## src/rtl/tcam_pkg.sv

```systemverilog
// Shared definitions for the TCAM rule writer.
// Contents: segment width, sweep length, counter width, FSM state type,
// and the per-segment ternary match helper used by the segment encoder.
package tcam_pkg;

    localparam int unsigned SEG_W     = 6;
    localparam int unsigned SWEEP_LEN = 64;
    localparam int unsigned CNT_W     = $clog2(SWEEP_LEN);

    typedef enum logic {
        IDLE  = 1'b0,
        SWEEP = 1'b1
    } state_t;

    // A LUTRAM cell at address key6 holds 1 when key6 matches the rule
    // segment on every cared-for bit.
    function automatic logic seg_match(
        input logic [SEG_W-1:0] key6,
        input logic [SEG_W-1:0] val6,
        input logic [SEG_W-1:0] care6
    );
        return ((key6 ^ val6) & care6) == '0;
    endfunction

endpackage

```

## src/rtl/tcam_seg_encoder.sv

```systemverilog
// Combinational per-segment data generator for one LUTRAM address.
// Ports:
//   key    - LUTRAM address (search-key segment value) being encoded
//   value  - rule value
//   care   - rule care mask (1 = compare)
//   del    - delete request; forces every segment bit to 0
//   data_c - one match bit per 6-bit segment
module tcam_seg_encoder
    import tcam_pkg::*;
#(
    parameter int unsigned WIDTH = 36
) (
    input  logic [CNT_W-1:0]       key,
    input  logic [WIDTH-1:0]       value,
    input  logic [WIDTH-1:0]       care,
    input  logic                   del,
    output logic [WIDTH/SEG_W-1:0] data_c
);

    localparam int unsigned SEGS = WIDTH / SEG_W;

    // Evaluate every segment against the same key; delete clears the entry.
    always_comb begin
        data_c = '0;
        if (!del) begin
            for (int s = 0; s < SEGS; s++) begin
                data_c[s] = seg_match(key,
                                      value[s*SEG_W +: SEG_W],
                                      care[s*SEG_W +: SEG_W]);
            end
        end
    end

endmodule

```

## src/rtl/tcam_rule_writer.sv

```systemverilog
// Update engine for the LUTRAM-based TCAM array.
// Accepts one install/delete request over valid/ready, then sweeps all 64
// LUTRAM addresses of the target entry, one per cycle, while holding
// lookups blocked.
// Ports:
//   clk, rst        - clock, synchronous active-high reset
//   reqValid/Ready  - request handshake (ready only in IDLE, low in reset)
//   reqDel          - 1 = delete entry, 0 = install rule
//   reqAddr         - target entry
//   reqValue/Care   - ternary rule value and care mask
//   wEn, wAddr      - array write enable and entry address
//   wCnt            - LUTRAM address being written
//   wData           - per-segment data bit for wCnt
//   lkBlock         - lookups invalid while high (mirrors wEn)
//   done            - one-cycle pulse after the last sweep write
module tcam_rule_writer
    import tcam_pkg::*;
#(
    parameter int unsigned DEPTH = 512,
    parameter int unsigned WIDTH = 36
) (
    input  logic                     clk,
    input  logic                     rst,
    input  logic                     reqValid,
    output logic                     reqReady,
    input  logic                     reqDel,
    input  logic [$clog2(DEPTH)-1:0] reqAddr,
    input  logic [WIDTH-1:0]         reqValue,
    input  logic [WIDTH-1:0]         reqCare,
    output logic                     wEn,
    output logic [$clog2(DEPTH)-1:0] wAddr,
    output logic [CNT_W-1:0]         wCnt,
    output logic [WIDTH/SEG_W-1:0]   wData,
    output logic                     lkBlock,
    output logic                     done
);

    localparam int unsigned ADDR_W = $clog2(DEPTH);
    localparam int unsigned SEGS   = WIDTH / SEG_W;

    state_t              state;
    logic [CNT_W-1:0]    cnt;
    logic                del_q;
    logic [WIDTH-1:0]    value_q;
    logic [WIDTH-1:0]    care_q;

    logic                accept;
    logic                last;
    logic [CNT_W-1:0]    enc_key;
    logic [WIDTH-1:0]    enc_value;
    logic [WIDTH-1:0]    enc_care;
    logic                enc_del;
    logic [SEGS-1:0]     enc_data;

    // Ready is a pure state decode, forced low while reset is asserted.
    assign reqReady = (state == IDLE) && !rst;
    assign accept   = reqValid && reqReady;
    assign last     = (cnt == CNT_W'(SWEEP_LEN - 1));
    assign wCnt     = cnt;

    // wData is registered one step ahead: on accept encode address 0 from the
    // incoming request, otherwise encode the next address from the latched rule.
    assign enc_key   = accept ? '0       : cnt + CNT_W'(1);
    assign enc_value = accept ? reqValue : value_q;
    assign enc_care  = accept ? reqCare  : care_q;
    assign enc_del   = accept ? reqDel   : del_q;

    tcam_seg_encoder #(
        .WIDTH (WIDTH)
    ) u_enc (
        .key    (enc_key),
        .value  (enc_value),
        .care   (enc_care),
        .del    (enc_del),
        .data_c (enc_data)
    );

    // Control FSM with registered write-port outputs.
    always_ff @(posedge clk) begin
        if (rst) begin
            state   <= IDLE;
            cnt     <= '0;
            del_q   <= 1'b0;
            value_q <= '0;
            care_q  <= '0;
            wEn     <= 1'b0;
            wAddr   <= '0;
            wData   <= '0;
            lkBlock <= 1'b0;
            done    <= 1'b0;
        end else begin
            done <= 1'b0;
            case (state)
                IDLE: begin
                    if (accept) begin
                        state   <= SWEEP;
                        cnt     <= '0;
                        del_q   <= reqDel;
                        value_q <= reqValue;
                        care_q  <= reqCare;
                        wAddr   <= ADDR_W'(reqAddr);
                        wEn     <= 1'b1;
                        lkBlock <= 1'b1;
                        wData   <= enc_data;
                    end
                end
                SWEEP: begin
                    // Counter wraps 63 -> 0 on the final write.
                    cnt <= cnt + CNT_W'(1);
                    if (last) begin
                        state   <= IDLE;
                        wEn     <= 1'b0;
                        lkBlock <= 1'b0;
                        wData   <= '0;
                        done    <= 1'b1;
                    end else begin
                        wData <= enc_data;
                    end
                end
                default: state <= IDLE;
            endcase
        end
    end

endmodule

```

## config.mk

```make
export PLATFORM = sky130hd
export DESIGN_NAME = tcam_rule_writer
export DESIGN_NICKNAME = d
export VERILOG_FILES = /design/src/rtl/tcam_pkg.sv /design/src/rtl/tcam_seg_encoder.sv /design/src/rtl/tcam_rule_writer.sv
export SDC_FILE = /design/constraint.sdc
export NUM_CORES = 1
export LEC_CHECK = 0
export BUFFER_PORTS_ARGS = -buffer_cell sky130_fd_sc_hd__clkbuf_2
export CAP_MARGIN = 30
export CORE_MARGIN = 2
export CORE_UTILIZATION = 45
export DETAILED_ROUTE_END_ITERATION = 10
export PLACE_DENSITY = 0.71
export SETUP_SLACK_MARGIN = 0.5
export SYNTH_ARGS = -nofsm -noshare
export SYNTH_HDL_FRONTEND = slang
export SYNTH_SLANG_ARGS = --single-unit
```

## constraint.sdc

```tcl
create_clock -name clk -period 1.9 [get_ports clk]
set_input_delay 0.095 -clock clk [delete_from_list [all_inputs] [get_ports clk]]
set_output_delay 0.095 -clock clk [all_outputs]
set_load 0.005 [all_outputs]
```

Yosys cells after proc, flatten, opt, wreduce, memory -nomap -nowiden:

Cells that the tools add are included.

* bits in latches: 0
* bits in read-only memories: 0
* logic and storage cells: 55
* flip-flop bits (word level): 97
* memories kept: 0
* bits of input ports: 85
* bits in writable memories: 0
* output and inout port bits: 25

* reduce and logical (&&, ||, !) cells: 12
* multipliers: 0
* add/sub/neg operators: 1
* muxes and demuxes: 17
* bitwise logic cells: 13
* shift-type cells: 0
* divide/modulo/power cells: 0
* $lt $le $gt $ge: 0
* equality and inequality tests: 3

Operators with widths (number)
* $mux 36: 2
* $and 6x6->6: 6
* $logic_not 6->1: 6
* $xor 6x6->6: 6
* $mux 6: 5
* $pmux 6 s2: 2
* $add 6x1->6 const B: 1
* $eq 6x6->1 const B: 1
* $mux 1: 6
* $pmux 1 s2: 2
* $reduce_and 2->1: 2
* $logic_and 1x1->1: 2
* $ne 2x1->1 const B: 1
* $ne 2x2->1 const B: 1
* $reduce_or 2->1: 1
* $logic_not 1->1: 1
* $not 1->1: 1

Longest topological paths before layout:

Gate-level depths: netlist (run 1).

* word-level depth: 10
* depth in mapped cells: 7
* depth with buffers taken out: 6

By module:

A second synthesis (run 1) with hierarchy kept.

* cells, all modules: 588
* area, all modules: 5028.6 µm²

By module, submodules not included
* tcam_rule_writer: sequential area each 1941.9 µm², times used 1, cells an instance 522, area an instance 4504.3 µm²
* tcam_seg_encoder: sequential area each 0.0 µm², times used 1, cells an instance 66, area an instance 524.3 µm²

Worst setup path before layout (run 1):

Ideal clock, no wire load.

* path type: register to register
* start point: register cnt[1] (netlist: wCnt[1])
* end point: register wData[1]
* required time: 1.788 ns
* library setup time: 0.112 ns
* period minus slack after synthesis: 1.916 ns
* slack: -0.016 ns
* data arrival time: 1.804 ns
* cell stages (with the launch flop): 8
* path buffers: 1
* path through: dfxtp_1 -> ha_1 -> clkbuf_1 -> xor2_1 -> a22o_1 -> a311oi_1 -> o22ai_1 -> a2111oi_1

* word-level cells in the longest chain between the ends: 8
* elaborated cells between the ends (all ways): 10
* classes of those cells: add/sub (1); eq/ne (1); mux (5); bitwise (2); reduce/logical (1)

RTL lines
* from (decl): RTL line tcam_rule_writer.sv:42 `logic [CNT_W-1:0] cnt;`
* from (signal assigned): RTL line tcam_rule_writer.sv:109 `cnt <= cnt + CNT_W'(1);`
* $add 6x1->6: RTL line tcam_rule_writer.sv:63 `assign enc_key = accept ? '0 : cnt + CNT_W'(1);`
* $mux 6: RTL line tcam_rule_writer.sv:63
* $xor 6x6->6: RTL line tcam_pkg.sv:22 `return ((key6 ^ val6) & care6) == '0;`
* $and 6x6->6: RTL line tcam_pkg.sv:22
* $logic_not 6->1: RTL line tcam_pkg.sv:22
* $mux 6: RTL line tcam_seg_encoder.sv:25 `if (!del) begin`
* $mux 6, on equally long branches: RTL line tcam_rule_writer.sv:110, tcam_rule_writer.sv:95
* $pmux 6 s2 *: RTL line tcam_rule_writer.sv:93 `case (state)`
* to (signal assigned): RTL line tcam_rule_writer.sv:104 `wData <= enc_data;`
* to (signal assigned): RTL line tcam_rule_writer.sv:117 `wData <= enc_data;`
* to (decl): RTL line tcam_rule_writer.sv:33 `output logic [WIDTH/SEG_W-1:0] wData,`

Every way passes the cells marked *; elsewhere a longest branch is shown, timed or not. The select of a mux whose other input is x is not followed.
A chain may end at the register's enable or synchronous reset.

Worst setup path in the final report (run 1):

* start point: register cnt[1] (netlist: wCnt[1])
* end point: register wData[5]

Same word-level chain as after synthesis.

==> results.toml, run 1 <==
[outcome]
status = "completed"

[cts]
cts_root_buffer = "clkbuf_8"
tritoncts = "yes"
clockBufferDepth = 2
cts.sinks = 97
cts_made_buffers = 9
clock_latency_ns = 0.37
htree_levels = 3
clk_pin_slew_worst_paths_ns = 0.10

[critical_path]
worstPathCellList = "ha_4, buf_4, xor2_1, a22oi_1, a32oi_1, a2111oi_2, a22o_1"
crit_path_start_kind = "flip-flop"
worst_setup_path_end_kind = "flip-flop"
regToRegStartpoint = "wCnt[1]"
cpPeakStageDelay_ns = 0.38
reg2regPathDepth = 7
crit_slowest_cell = "ha_4"
rrSetupSlack_ns = 0.13
critPathBufInv = 1
required_ns = 2.16
path_class = "reg2reg"
cp_top_family = "compound AO/OA/AOI/OAI gates"
r2r-end = "wData[5]"
crit_arrival_ns = 2.03
cp_max_fo = 7

[power]
irDropWorstVdd_mv = 0.415
p_leak_nw = 2.79
total_power_mw = 4.75
power_density_nw_per_um2 = 693

[route]
drtIter0Drc = 359
final_antenna_net_count = 0
drc = 0
via_count = 5210
dr.pass1.iters = 5
routed_wl_um = 15800
via_per_inst = 5.53
wire_per_inst_um = 16.8

[die]
fp.dieH_um = 106
rows = 37
die_area_um2 = 11200
die_w_um = 106
start_util_pct = 45.6
ios = 110
core_area_um2 = 10200

[sta]
fmax_ghz = 0.565
setup_slack_ns = 0.129
setup_viol = 0
max_slew_margin_pct = 64.9
finalHoldViolCount = 0
final.setup.tns_ns = 0
tightest_slew_ns = 0.527
rsz0062_at_grt = "yes"
finalCritPeriodShare_pct = 93.2
finalCriticalPeriod_ns = 1.77
skew_ns = 0.0141
drv_slew = 0

[final_layout]
nNetsFinal = 887
n_antenna_cell = 0
syn2layout_area_growth_pct = 47.5
utilization_pct = 67.3
fin_cells = 942
drive_gt1_share_pct = 25.4

[grt]
grt_max_degree = 50
track_usage_pct = 27.3
antenna_found_initial = 0
grt_pass1_wl_um = 24500
grt_pass1_vias = 5037
grt-ovfl-total = 0

[job]
max_cap_violations = 0

[synth]
synthDistinctLibCells = 48
synth_area_leaders = "dfxtp_1 42%, nand2_1 15%, a21oi_1 9.9%"
netlist_area_um2 = 4650
synth_top_cell_by_area = "dfxtp_1"
synth_ff_type = "dfxtp_1"
syn_avg_cell_area_um2 = 7.72
ys_seq_elements = 97
netlist_instances = 602
yosysTopAreaCellShare_pct = 41.8
ys_async_sr_fraction_pct = 0
yosysWarnings = 0
ys_seq_area_share_pct = 41.8
synth_nets = 688
synth_edf_count = 0

[place]
io_buffers = 109
post-place-ws_ns = 0.0291
dpl.hpwl_um = 9570
dp.cells = 829
place_congestion = 0.907

[hold_path]
min_from = "rst"
min_path_type = "in2reg"
holdPathStages = 3
hold_end = "wCnt[4]"
-- timing repair --
| item | CTS | global route |
|---|---|---|
| setup endpoints to repair | 91 | 26 |
| endpoints found under the hold margin | 82 | 0 |
| setup buffers | 9 | 1 |
| resized for setup | 21 | 24 |
| pin swaps | 8 | 7 |
| gates cloned | 2 | 3 |
| hold buffers | 82 | 0 |
-- tightest hold or removal path, cell delays in order --
cell,delay (ns)
clkbuf_2,0.12
buf_4,0.22
nor2_1,0.12
-- power breakdown --
group / switching [mW] / leakage, nW / internal, mW
registers: 0.113 / 0.799 / 2.17
logic: 0.527 / 1.89 / 0.535
clock network: 0.723 / 0.103 / 0.684
-- layout by cell type, fill, tap and decap left out, drive strengths merged, types with 6 or more instances in the layout --
cell / instances
and3: 6
xnor2: 18
nor2: 20
a31oi: 13
xor2: 7
buf: 36
a311oi: 8
a22o: 6
a21oi: 92
clkbuf: 123
nand2: 189
nand3b: 24
dlygate4sd3: 82
dfxtp: 97
o21ai: 7
nand3: 14
-- sequential cells by signal, summed over array words and instances (netlist names) --
name     cells
care_q      36
del_q        1
done         1
lkBlock      1
state        1
value_q     36
wAddr        9
wCnt         6
wData        6
-- final cells by class --
cell class	instances	area, µm²
clock buffer	12	155
clock inverter	4	51.3
fill	817	3330
inverter	2	7.51
multi-input combinational	462	2720
sequential	97	1950
tap	136	170
timing repair buffer	229	1800
-- per-stage QoR --
stage                     cell area (µm²)  hold WS (ns)
after floorplan                      4700         0.194
after global placement               5430         0.280
after detailed placement             5430         0.287
after CTS                            6660         0.191
after global routing                 6860         0.214
final                                6860         0.213
-- Yosys cell counts (all sizes together), types with 2 or more instances --
cell     count
nand2      189
dfxtp       97
a21oi       92
clkbuf      32
nand3b      24
nor2        20
xnor2       18
nand3       14
a31oi       13
buf         11
a311oi       8
o21ai        7
xor2         7
a22o         6
a2111oi      5
a222oi       5
and3         5
nand2b       5
a221o        4
a221oi       4
nand4b       4
nor3b        4
o22ai        4
nor3         3
and2         2
inv          2
mux2         2
-- worst max path at each step --
stage,startpoint,to,slack [ns],cells past startpoint
floorplan,state,wData[0],0.20,7
finish,wCnt[1],wData[5],0.13,7
detailed placement,wCnt[0],wData[4],0.03,6
CTS,wCnt[1],wData[2],0.11,6
global route,wCnt[1],wData[5],0.05,7
global placement,wCnt[1],wData[0],0.11,6
-- cells by family after synthesis --
group,Yosys count,share of synthesized area [%]
buffers and inverters,45,4.28
adder cells (fa/ha/maj),1,0.269
AO/OA/AOI/OAI,155,20.8
AND/OR/NAND/NOR,275,26.5
multiplexers,3,0.700
XOR/XNOR,26,5.63
flip-flops,97,41.8
-- per-layer routing --
layer / up-vias / part of all wire [%] / global-route usage (%)
li1: 2493 / - / -
met1: 2473 / 42 / 34.1
met2: 217 / 49 / 47.3
met3: 27 / 7.1 / 5.57
met4: 0 / 2.2 / 8.46
met5: - / 0 / 0
Note: power is estimated with default switching activity, not from simulation.
==> inputs of run 2 (changes only) <==
CAP_MARGIN = default   (was 30)
CORE_MARGIN = 3   (was 2)
==> run 2 against run 1 <==
Compared with the run above:
- combinational power barely moved
- total power shrank 1.2%
- register-to-register slack about the same
- cell count up 0.21%
- sequential power hardly changed
- clock skew down 0.0081 ns
- worst hold slack worse by 0.044 ns
- clock-buffer cell count shrank 1
- critical path depth unchanged
- fmax shrank 0.65%
- critical path type unchanged
- critical endpoint is now wData[1]
- highest routed layer unchanged
==> results.toml, run 2 (same netlist as run 1, synthesis figures left out) <==
[sta]
rsz0062_at_grt = "yes"
finalCritPeriodShare_pct = 93.8
drv_slew = 0
max_slew_margin_pct = 61.9
setup_viol = 0
setup_slack_ns = 0.118
final.setup.tns_ns = 0
hold-worst-slack_ns = 0.168
skew_ns = 0.00605
tightest_slew_ns = 0.572
fmax_ghz = 0.561
finalCriticalPeriod_ns = 1.78
finalHoldViolCount = 0

[route]
via_per_inst = 5.75
routed_wl_um = 17000
dr.pass1.iters = 5
via_count = 5426
wire_per_inst_um = 18.1
drtIter0Drc = 507
final_antenna_net_count = 0
drc = 0

[place]
io_buffers = 109
dpl.hpwl_um = 9700
place_congestion = 0.912
post-place-ws_ns = 0.101
place_area_um2 = 5470

[cts]
clk_pin_slew_worst_paths_ns = 0.10
clock_latency_ns = 0.37
clockBufferDepth = 2
cts_made_buffers = 9
cts_root_buffer = "clkbuf_8"
tritoncts = "yes"
cts.sinks = 97
htree_levels = 3

[critical_path]
path_class = "reg2reg"
rrSetupSlack_ns = 0.12
crit_arrival_ns = 2.05
reg2regPathDepth = 7
worst_setup_path_end_kind = "flip-flop"
crit_path_start_kind = "flip-flop"
cp_max_fo = 18
required_ns = 2.17

[power]
combPwrFrac_pct = 23.2
p_leak_nw = 2.84
pwr-share-clk_pct = 28.1
p_int_mw = 3.27
irDropWorstVdd_mv = 0.510
power_density_nw_per_um2 = 679
seq_power_share_pct = 48.8
total_power_mw = 4.70
sw_frac_of_total_pct = 30.4
p_sw_mw = 1.43

[final_layout]
n_antenna_cell = 0
fillers = 771
layout_common_cells = "188 x nand2_1, 109 x clkbuf_2, 91 x dfxtp_1"
design_area_um2 = 6920
nNetsFinal = 892
final-seq-area_um2 = 1960
multiInputGateArea_um2 = 2730
drive_gt1_share_pct = 26.6
layout_commonest_cell = "nand2_1"
largest_registers = "care_q x36, value_q x36, wAddr x9"
syn2layout_area_growth_pct = 48.9

[die]
die_area_um2 = 11600
rows = 36
die_w_um = 108
start_util_pct = 46.9
fp.dieH_um = 108
core_area_um2 = 9910
ios = 110

[grt]
antenna_found_initial = 0
grt_pass1_vias = 5108
grt_max_degree = 55
grt_pass1_wl_um = 25100
grt-ovfl-total = 0
track_usage_pct = 27.5

[hold_path]
min_path_type = "in2reg"
holdPathStages = 3

[job]
max_cap_violations = 0

[outcome]
status = "completed"
[run 2: metal layers]
layer	wire (µm)	GRT usage, %
met1	6710	34.8
met2	8150	46.3
met3	1580	4.68
met4	601	11.5
met5	0	0
[run 2: power by group through the flow]
stage / Sequential, mW / Combinational [mW] / Clock (mW)
final: 2.29 / 1.09 / 1.32
after global routing: 2.30 / 1.17 / 1.41
after floorplan: 2.30 / 0.477 / 0
after CTS: 2.28 / 0.995 / 1.33
after global placement: 2.32 / 0.762 / 0
after detailed placement: 2.32 / 0.778 / 0
[run 2: path summary, 6_finish.rpt]
kind	from	to
max reg2reg	state	wData[1]
min	rst	del_q
max	state	wData[1]
min reg2reg	care_q[32]	care_q[32]
[run 2: repair_timing]
action                     CTS  global route
pin swaps                    9            12
hold endpoints to repair    82             0
hold buffers                82             0
gates resized for setup     31            21
setup buffers                7             3
cloned                       4             3
setup endpoints to repair   83            39
[run 2: worst max-delay path, cell delays in order (launching register included)]
cell,delay [ns]
dfxtp_4,0.38
buf_12,0.16
nor3_2,0.22
buf_4,0.18
nand2_1,0.14
nand4b_1,0.15
o22ai_1,0.10
a2111oi_1,0.35
[run 2: layout make-up]
class | instances | share of cell area (%)
clock inverter | 5 | 0.560
clock buffer | 11 | 2.19
timing repair buffer | 234 | 27.0
sequential | 97 | 28.3
multi-input combinational | 462 | 39.5
inverter | 2 | 0.108
tap | 133 | 2.40
[run 2: per-stage QoR]
step                      utilization (%)  cells
after floorplan                         -    602
after detailed placement             55.2    829
final                                69.8    944
after global routing                 69.8    944
after CTS                            67.9    938
after global placement               55.2    829
